--- src/rtl/sar_search_ctrl.sv ---
// sar_search_ctrl: successive-approximation search controller.
// This block drives operand `a` (probe) of a magnitude comparator. The
// unknown target sits on operand `b`. The block binary-searches the target
// using the comparator's greater/lesser/equal flags.
// CMP_LAT sets the comparator pipeline latency in clocks (0 = combinational).
// Optional feature macro: SAR_STEP_COUNT_EN adds the `steps` output, which
// counts the comparisons made by the last search.
module sar_search_ctrl #(
    parameter int N       = 8,
    parameter int CMP_LAT = 0
) (
    input  logic                     clk,
    input  logic                     rst_n,
    input  logic                     start,
    input  logic                     a_greater,
    input  logic                     a_lesser,
    input  logic                     equal,
    output logic [N-1:0]             probe,
    output logic                     busy,
    output logic                     done,
    output logic                     found,
    output logic                     error,
`ifdef SAR_STEP_COUNT_EN
    output logic [$clog2(N+2)-1:0]   steps,
`endif
    output logic [N-1:0]             result
);

    typedef enum logic [1:0] {
        ST_IDLE = 2'd0,
        ST_WAIT = 2'd1,
        ST_EVAL = 2'd2,
        ST_DONE = 2'd3
    } state_t;

    localparam logic [N-1:0] ZERO_V     = {N{1'b0}};
    localparam logic [N-1:0] ONE_V      = {{(N-1){1'b0}}, 1'b1};
    localparam logic [N-1:0] MAX_V      = {N{1'b1}};
    localparam logic [N-1:0] INIT_PROBE = {1'b0, {(N-1){1'b1}}};
    localparam logic [2:0]   WAIT_LAST  = 3'(CMP_LAT - 1);
    // After a bound update, go back through WAIT only when the comparator is pipelined.
    localparam state_t       LOOP_ST    = (CMP_LAT > 0) ? ST_WAIT : ST_EVAL;

    // The sum is taken at N+1 bits, so the midpoint cannot overflow.
    function automatic logic [N-1:0] mid_f(input logic [N-1:0] lo, input logic [N-1:0] hi);
        logic [N:0] sum;
        sum = {1'b0, lo} + {1'b0, hi};
        return sum[N:1];
    endfunction

    state_t       state_r, state_s;
    logic [N-1:0] low_r, low_s, high_r, high_s, probe_r, probe_s, result_r, result_s;
    logic [2:0]   wait_cnt_r, wait_cnt_s;
    logic         busy_r, busy_s, done_r, done_s, found_r, found_s, error_r, error_s;
`ifdef SAR_STEP_COUNT_EN
    logic [$clog2(N+2)-1:0] steps_r, steps_s;
`endif

    // Next-state logic and next values of all registers.
    always_comb begin
        state_s    = state_r;
        low_s      = low_r;
        high_s     = high_r;
        probe_s    = probe_r;
        wait_cnt_s = wait_cnt_r;
        busy_s     = busy_r;
        done_s     = 1'b0;
        found_s    = found_r;
        error_s    = error_r;
        result_s   = result_r;
`ifdef SAR_STEP_COUNT_EN
        steps_s    = steps_r;
`endif
        case (state_r)
            ST_IDLE: begin
                if (start) begin
                    low_s      = ZERO_V;
                    high_s     = MAX_V;
                    probe_s    = INIT_PROBE;
                    wait_cnt_s = 3'd0;
                    busy_s     = 1'b1;
                    found_s    = 1'b0;
                    error_s    = 1'b0;
                    result_s   = ZERO_V;
`ifdef SAR_STEP_COUNT_EN
                    steps_s    = '0;
`endif
                    state_s    = LOOP_ST;
                end else begin
                    state_s = ST_IDLE;
                end
            end
            ST_WAIT: begin
                if (wait_cnt_r == WAIT_LAST) begin
                    state_s = ST_EVAL;
                end else begin
                    wait_cnt_s = wait_cnt_r + 3'd1;
                end
            end
            ST_EVAL: begin
`ifdef SAR_STEP_COUNT_EN
                steps_s = steps_r + 1'b1;
`endif
                wait_cnt_s = 3'd0;
                case ({a_greater, a_lesser, equal})
                    3'b001: begin
                        found_s  = 1'b1;
                        result_s = probe_r;
                        state_s  = ST_DONE;
                    end
                    3'b100: begin
                        if (probe_r == low_r) begin
                            error_s = 1'b1;
                            state_s = ST_DONE;
                        end else begin
                            high_s  = probe_r - ONE_V;
                            probe_s = mid_f(low_r, probe_r - ONE_V);
                            state_s = LOOP_ST;
                        end
                    end
                    3'b010: begin
                        if (probe_r == high_r) begin
                            error_s = 1'b1;
                            state_s = ST_DONE;
                        end else begin
                            low_s   = probe_r + ONE_V;
                            probe_s = mid_f(probe_r + ONE_V, high_r);
                            state_s = LOOP_ST;
                        end
                    end
                    default: begin
                        error_s = 1'b1;
                        state_s = ST_DONE;
                    end
                endcase
            end
            ST_DONE: begin
                done_s  = 1'b1;
                busy_s  = 1'b0;
                state_s = ST_IDLE;
            end
            default: begin
                state_s = ST_IDLE;
            end
        endcase
    end

    // State and datapath registers, cleared asynchronously by rst_n.
    always_ff @(posedge clk or negedge rst_n) begin
        if (!rst_n) begin
            state_r    <= ST_IDLE;
            low_r      <= ZERO_V;
            high_r     <= MAX_V;
            probe_r    <= ZERO_V;
            wait_cnt_r <= 3'd0;
            busy_r     <= 1'b0;
            done_r     <= 1'b0;
            found_r    <= 1'b0;
            error_r    <= 1'b0;
            result_r   <= ZERO_V;
`ifdef SAR_STEP_COUNT_EN
            steps_r    <= '0;
`endif
        end else begin
            state_r    <= state_s;
            low_r      <= low_s;
            high_r     <= high_s;
            probe_r    <= probe_s;
            wait_cnt_r <= wait_cnt_s;
            busy_r     <= busy_s;
            done_r     <= done_s;
            found_r    <= found_s;
            error_r    <= error_s;
            result_r   <= result_s;
`ifdef SAR_STEP_COUNT_EN
            steps_r    <= steps_s;
`endif
        end
    end

    assign probe  = probe_r;
    assign busy   = busy_r;
    assign done   = done_r;
    assign found  = found_r;
    assign error  = error_r;
    assign result = result_r;
`ifdef SAR_STEP_COUNT_EN
    assign steps  = steps_r;
`endif

endmodule

--- config.mk ---
export PLATFORM = sky130hd
export DESIGN_NAME = sar_search_ctrl
export DESIGN_NICKNAME = d
export VERILOG_FILES = /design/src/rtl/sar_search_ctrl.sv
export SDC_FILE = /design/constraint.sdc
export NUM_CORES = 1
export LEC_CHECK = 0
export ABC_CLOCK_PERIOD_IN_PS = 7000
export CAP_MARGIN = 20
export CORE_MARGIN = 2
export CORE_UTILIZATION = 63
export CTS_CLUSTER_SIZE = 24
export DETAILED_ROUTE_END_ITERATION = 12
export GPL_ROUTABILITY_DRIVEN = 0
export PLACE_DENSITY = 0.84
export SYNTH_ARGS = -nofsm -noshare
export SYNTH_HDL_FRONTEND = slang
export SYNTH_SLANG_ARGS = --single-unit
--- constraint.sdc ---
create_clock -name clk -period 7 [get_ports clk]
set_clock_uncertainty 0.1 [all_clocks]
set_input_delay 1.4 -clock clk [delete_from_list [all_inputs] [get_ports clk]]
set_output_delay 1.4 -clock clk [all_outputs]
set_load 0.01 [all_outputs]
# [After elaboration in Yosys (flattened, before gate mapping)]
# Index checks and enable logic that the tools add are counted.
[op_classes] addsub=5 n_eq_ne=23 mux=34 n_reduce_logical=11
[ops] cell="$mux 8" count=10
[ops] cell="$pmux 8 s2" count=5
[ops] cell="$add 8x8->9" count=2
[ops] cell="$eq 8x8->1" count=2
[ops] cell="$ne 2x2->1 const B" count=7
[ops] cell="$ne 3x3->1 const B" count=4
[ops] cell="$reduce_and 5->1" count=2
[ops] cell="$pmux 3 s3" count=1
[ops] cell="$add 8x1->8 const B" count=1
[ops] cell="$mux 1" count=8
[ops] cell="$pmux 1 s2" count=4
[ops] cell="$pmux 2 s4" count=1
[ops] cell="$reduce_and 4->1" count=2
[ops] cell="$sub 8x1->8 const B" count=1
[ops] cell="$eq 3x3->1 const B" count=2
[ops] cell="$mux 3" count=2
[ops] cell="$reduce_and 3->1" count=2
[ops] cell="$eq 2x2->1 const B" count=2
[ops] cell="$mux 2" count=2
[ops] cell="$ne 2x1->1 const B" count=2
[ops] cell="$reduce_bool 2->1" count=2
[ops] cell="$add 3x1->3 const B" count=1
[ops] cell="$eq 3x1->1 const B" count=1
[ops] cell="$eq 3x2->1 const B" count=1
[ops] cell="6 further kinds" count=6
[word_totals] ff_bits=41 in_bits=6 word_cells=83

# [Longest topological paths before layout]
[depth] depth_word=5 depth_mapped=11 mapped_depth_nobuf=10

# [Worst setup path after synthesis]
# No wires, ideal clock.
[synth_path] path_type="flip-flop to flip-flop" start="register probe_r[0] (netlist: probe[0])" end="register probe_r[7] (netlist: probe[7])" setup_ns=0.122 arrival_ns=2.534 required_ns=6.778 slack_ns=4.244 stages_incl_launch_ff=10 path_buffers=0 period_less_slack_ns=2.756 path_cell_list="dfrtp_1 -> inv_1 -> ha_1 -> inv_1 -> fa_1 -> a21o_1 -> a221o_1 -> a211oi_1 -> o21ai_0 -> a32o_1"
[synth_via] elab_chain_len=5 word_cells_on_any_way=13
[synth_lines] element="start: declaration" line_no="52" rtl="logic [N-1:0] low_r, low_s, high_r, high_s, probe_r, probe_s, result_r, result_s;"
[synth_lines] element="start signal: assignment" line_no="168" rtl="probe_r <= probe_s;"
[synth_lines] element="$add 8x1->8 or $sub 8x1->8 (tied branches)" line_no="127, 117"
[synth_lines] element="$add 8x8->9" line_no="47" rtl="sum = {1'b0, lo} + {1'b0, hi};"
[synth_lines] element="$mux 8 (on tied branches)" line_no="122, 112"
[synth_lines] element="$pmux 8 s2" line_no="105" rtl="case ({a_greater, a_lesser, equal})"
[synth_lines] element="$pmux 8 s2" line_no="74" rtl="case (state_r)"
# Several ways; a longest one is shown, not always the timed one. The select of a mux whose other input is x is not followed.
# A chain may end at the register's enable or synchronous reset.

# [Worst setup path in the final report]
[layout_path] start="register probe_r[0] (netlist: probe[0])" end="register probe_r[6] (netlist: probe[6])"
# The elaborated chain is that of the path after synthesis.

==> impl_metrics.py <==
metrics = {
    "clock_network": {
        "clock_sinks": 41,
        "htree_levels": 2,
        "postCtsHoldBufs": 0,
        "cts_root_buf": "clkbuf_8",
        "clk_path_buf_depth": 2,
        "post_cts_buffers": 0,
        "cts_resized": 0,
        "insertion_delay_ps": 300,
        "clk_pin_slew_worst_paths_ps": 80,
        "tritoncts": "done",
        "cts-buffers-inserted": 5,
    },
    "placed_design": {
        "portBuffers": 25,
        "post-place-ws_ps": 3690,
        "hpwlAfterDp_mm": 5.36,
    },
    "route": {
        "drc": 0,
        "postRouteAntennaNets": 0,
        "vias": 2400,
        "drtPass1Iterations": 4,
        "drt-initial-drc-count": 218,
        "wl_per_cell_um": 18.6,
        "wirelength_mm": 7.09,
        "viasPerCell": 6.28,
    },
    "logic_synthesis": {
        "synth_xor_area_share_pct": 10.2,
        "synth-edff-count": 0,
        "yosysWarnings": 0,
        "synth-compound-area-share_pct": 19.4,
        "synthAdderAreaFrac_pct": 11.9,
        "syn-num-nets": 340,
        "yosys_most_used_dff": "dfrtp_1",
        "ys_seq_elements": 41,
        "yosys-top-cells-area": "dfrtp_1 (27%), ha_1 (11%), dfstp_2 (6.9%)",
        "netlist_instances": 306,
        "synth_top_family_by_area": "compound AO/OA/AOI/OAI gates",
        "synth_top_area_share_pct": 26.9,
        "netlist_area_um2": 3060,
        "synth.distinct_cells": 56,
        "ys_async_sr_fraction_pct": 100,
        "synth-simple-area-share_pct": 13.1,
        "synth_area_leader_cell": "dfrtp_1",
        "synth.area.mux_share_pct": 5.88,
        "seq_area_frac_synth_pct": 33.8,
        "avgSynthCellArea_um2": 10.0,
    },
    "critical_path": {
        "slowest_stage": "dfrtp_1",
        "required_ps": 7060,
        "crit_chain": "inv_1 > ha_1 > inv_1 > ha_1 > a211oi_1 > o21ai_0 > o31ai_1 > mux2i_1 > a32oi_1",
        "crit_path_start": "probe[0]",
        "crit_type": "reg2reg",
        "r2r_cells": 9,
        "worstSetupEndpointType": "flop",
        "path_max_fanout": 8,
        "worst_setup_path_start_kind": "flop",
        "max_stage_delay_ps": 590,
        "timing.rr.start": "probe[0]",
        "cp.arrival_ps": 3250,
    },
    "power_and_ir_drop": {
        "ir_drop_mv": 0.348,
        "total_power_mw": 1.94,
        "p_int_mw": 1.03,
        "clkPwrFrac_pct": 9.8,
        "p_leak_nw": 1.58,
        "power_switching_uw": 916,
        "powerDensity_nw_per_um2": 574,
        "p_sw_share_pct": 47.1,
        "p_comb_share_pct": 67.4,
        "seqPwrFrac_pct": 22.8,
    },
    "global_routing": {
        "grt_overflow": 0,
        "gr-usage-met2_pct": 48.2,
        "met1_usage_pct": 37.4,
        "grt_max_degree": 42,
        "grt_pass1_vias": 2352,
        "grt_pass1_wl_mm": 11.7,
        "antenna_found_initial": 0,
        "grt_usage_pct": 29.1,
        "use_met3_pct": 4.66,
        "grt_busiest_layer": "met2",
    },
    "die": {
        "rows": 25,
        "ios": 26,
        "dieHeight_um": 73.7,
        "die_width_um": 73.7,
        "fp.dieArea_um2": 5440,
        "initial_core_util_pct": 65.3,
        "core_area_um2": 4690,
    },
    "timing": {
        "tightest_slew_ps": 927,
        "period_share_pct": 45.6,
        "hold_viol": 0,
        "fmax_mhz": 314,
        "setup_tns_ps": 0,
        "relSlewSlack_pct": 38.2,
        "finalMaxSlewViolations": 0,
        "setup_slack_ps": 3810,
        "grt_setup_unrepaired": "no",
        "min_period_ps": 3190,
        "whs_ps": 392,
        "setup_viol": 0,
    },
    "layout": {
        "final_util_pct": 72.2,
        "fin_nets": 361,
        "seq_area_um2": 1040,
        "final_cell_mix": "dfrtp_1 (33), ha_1 (26), xnor2_1 (24), clkdlybuf4s50_1 (24), nand2_1 (22)",
        "drive_gt1_share_pct": 10.7,
        "multi_input_area_um2": 1860,
        "diodes": 0,
        "synthToLayoutAreaGrowth_pct": 10.5,
        "fillers": 383,
        "layout_commonest_cell": "dfrtp_1",
    },
    "outcome": {
        "status": "finished clean",
    },
    "hold_path": {
        "hold_path.startpoint": "high_r[2]",
        "worst_hold_path.num_cells": 2,
        "hold_path.class": "reg2reg",
    },
    "run": {
        "cap_violations": 0,
    },
}
## final timing paths
path                                      end  slack, ps
min in group asynchronous                done       1130
worst min register to register      high_r[2]        390
max in group asynchronous       wait_cnt_r[0]       5090
worst max-delay path                 probe[6]       3810
worst min-delay path                high_r[2]        390
worst max register to register       probe[6]       3810
## synthesized netlist by cell type (8+ instances only)
cell,number
dfrtp_1,33
ha_1,26
xnor2_1,24
nand2_1,22
o21ai_0,21
inv_1,18
nor2_1,18
a22o_1,13
mux2i_1,12
a21oi_1,10
nand2b_1,9
dfstp_2,8
nand3_1,8
## cells by family (layout without fill, tap and decap cells)
kind of cell	Yosys count	after routing
adder cells (fa/ha/maj)	28	28
buffers and inverters	30	52
XOR/XNOR	33	33
flip-flops	41	41
multiplexers	16	16
AO/OA/AOI/OAI	79	79
AND/OR/NAND/NOR	79	79
## stage by stage
stage / instance area [um^2] / instances
finish: 3390 / 382
global route: 3390 / 382
CTS: 3390 / 382
detailed placement: 3280 / 374
global placement: 3280 / 374
floorplan: 3060 / 306
## registers in the layout, indices dropped and copies added (netlist names)
name / count
high_r: 8
low_r: 8
probe: 8
result: 8
wait_cnt_r: 3
state_r: 2
busy: 1
done: 1
error: 1
found: 1
## final cells by class
type	instances	area share (%)
sequential	41	30.6
timing repair buffer	26	7.46
tap	54	1.99
clock inverter	2	1.03
multi-input combinational	235	54.8
clock buffer	6	2.14
inverter	18	1.99
## critical path, delay by kind of cell, from the launching register on
| family | cells | cell delay [ps] |
|---|---|---|
| buffers and inverters | 2 | 360 |
| adder cells (fa/ha/maj) | 2 | 770 |
| AO/OA/AOI/OAI | 4 | 1000 |
| multiplexers | 1 | 240 |
| flip-flops | 1 | 590 |
## layer usage
| layer | vias to the layer above | part of all wire, % | routed length (um) |
|---|---|---|---|
| li1 | 1138 | - | - |
| met1 | 1145 | 42 | 2970 |
| met2 | 97 | 48 | 3420 |
| met3 | 20 | 7.0 | 494 |
| met4 | 0 | 2.9 | 208 |
| met5 | - | 0 | 0 |
## power groups by stage
stage	Clock (mW)	Combinational (mW)	Sequential [mW]
final	0.191	1.31	0.443
after global routing	0.203	1.43	0.454
after CTS	0.194	1.30	0.442
after detailed placement	0	1.28	0.446
after global placement	0	1.26	0.441
after floorplan	0	1.03	0.405
Power figures use the tool's default switching activity.
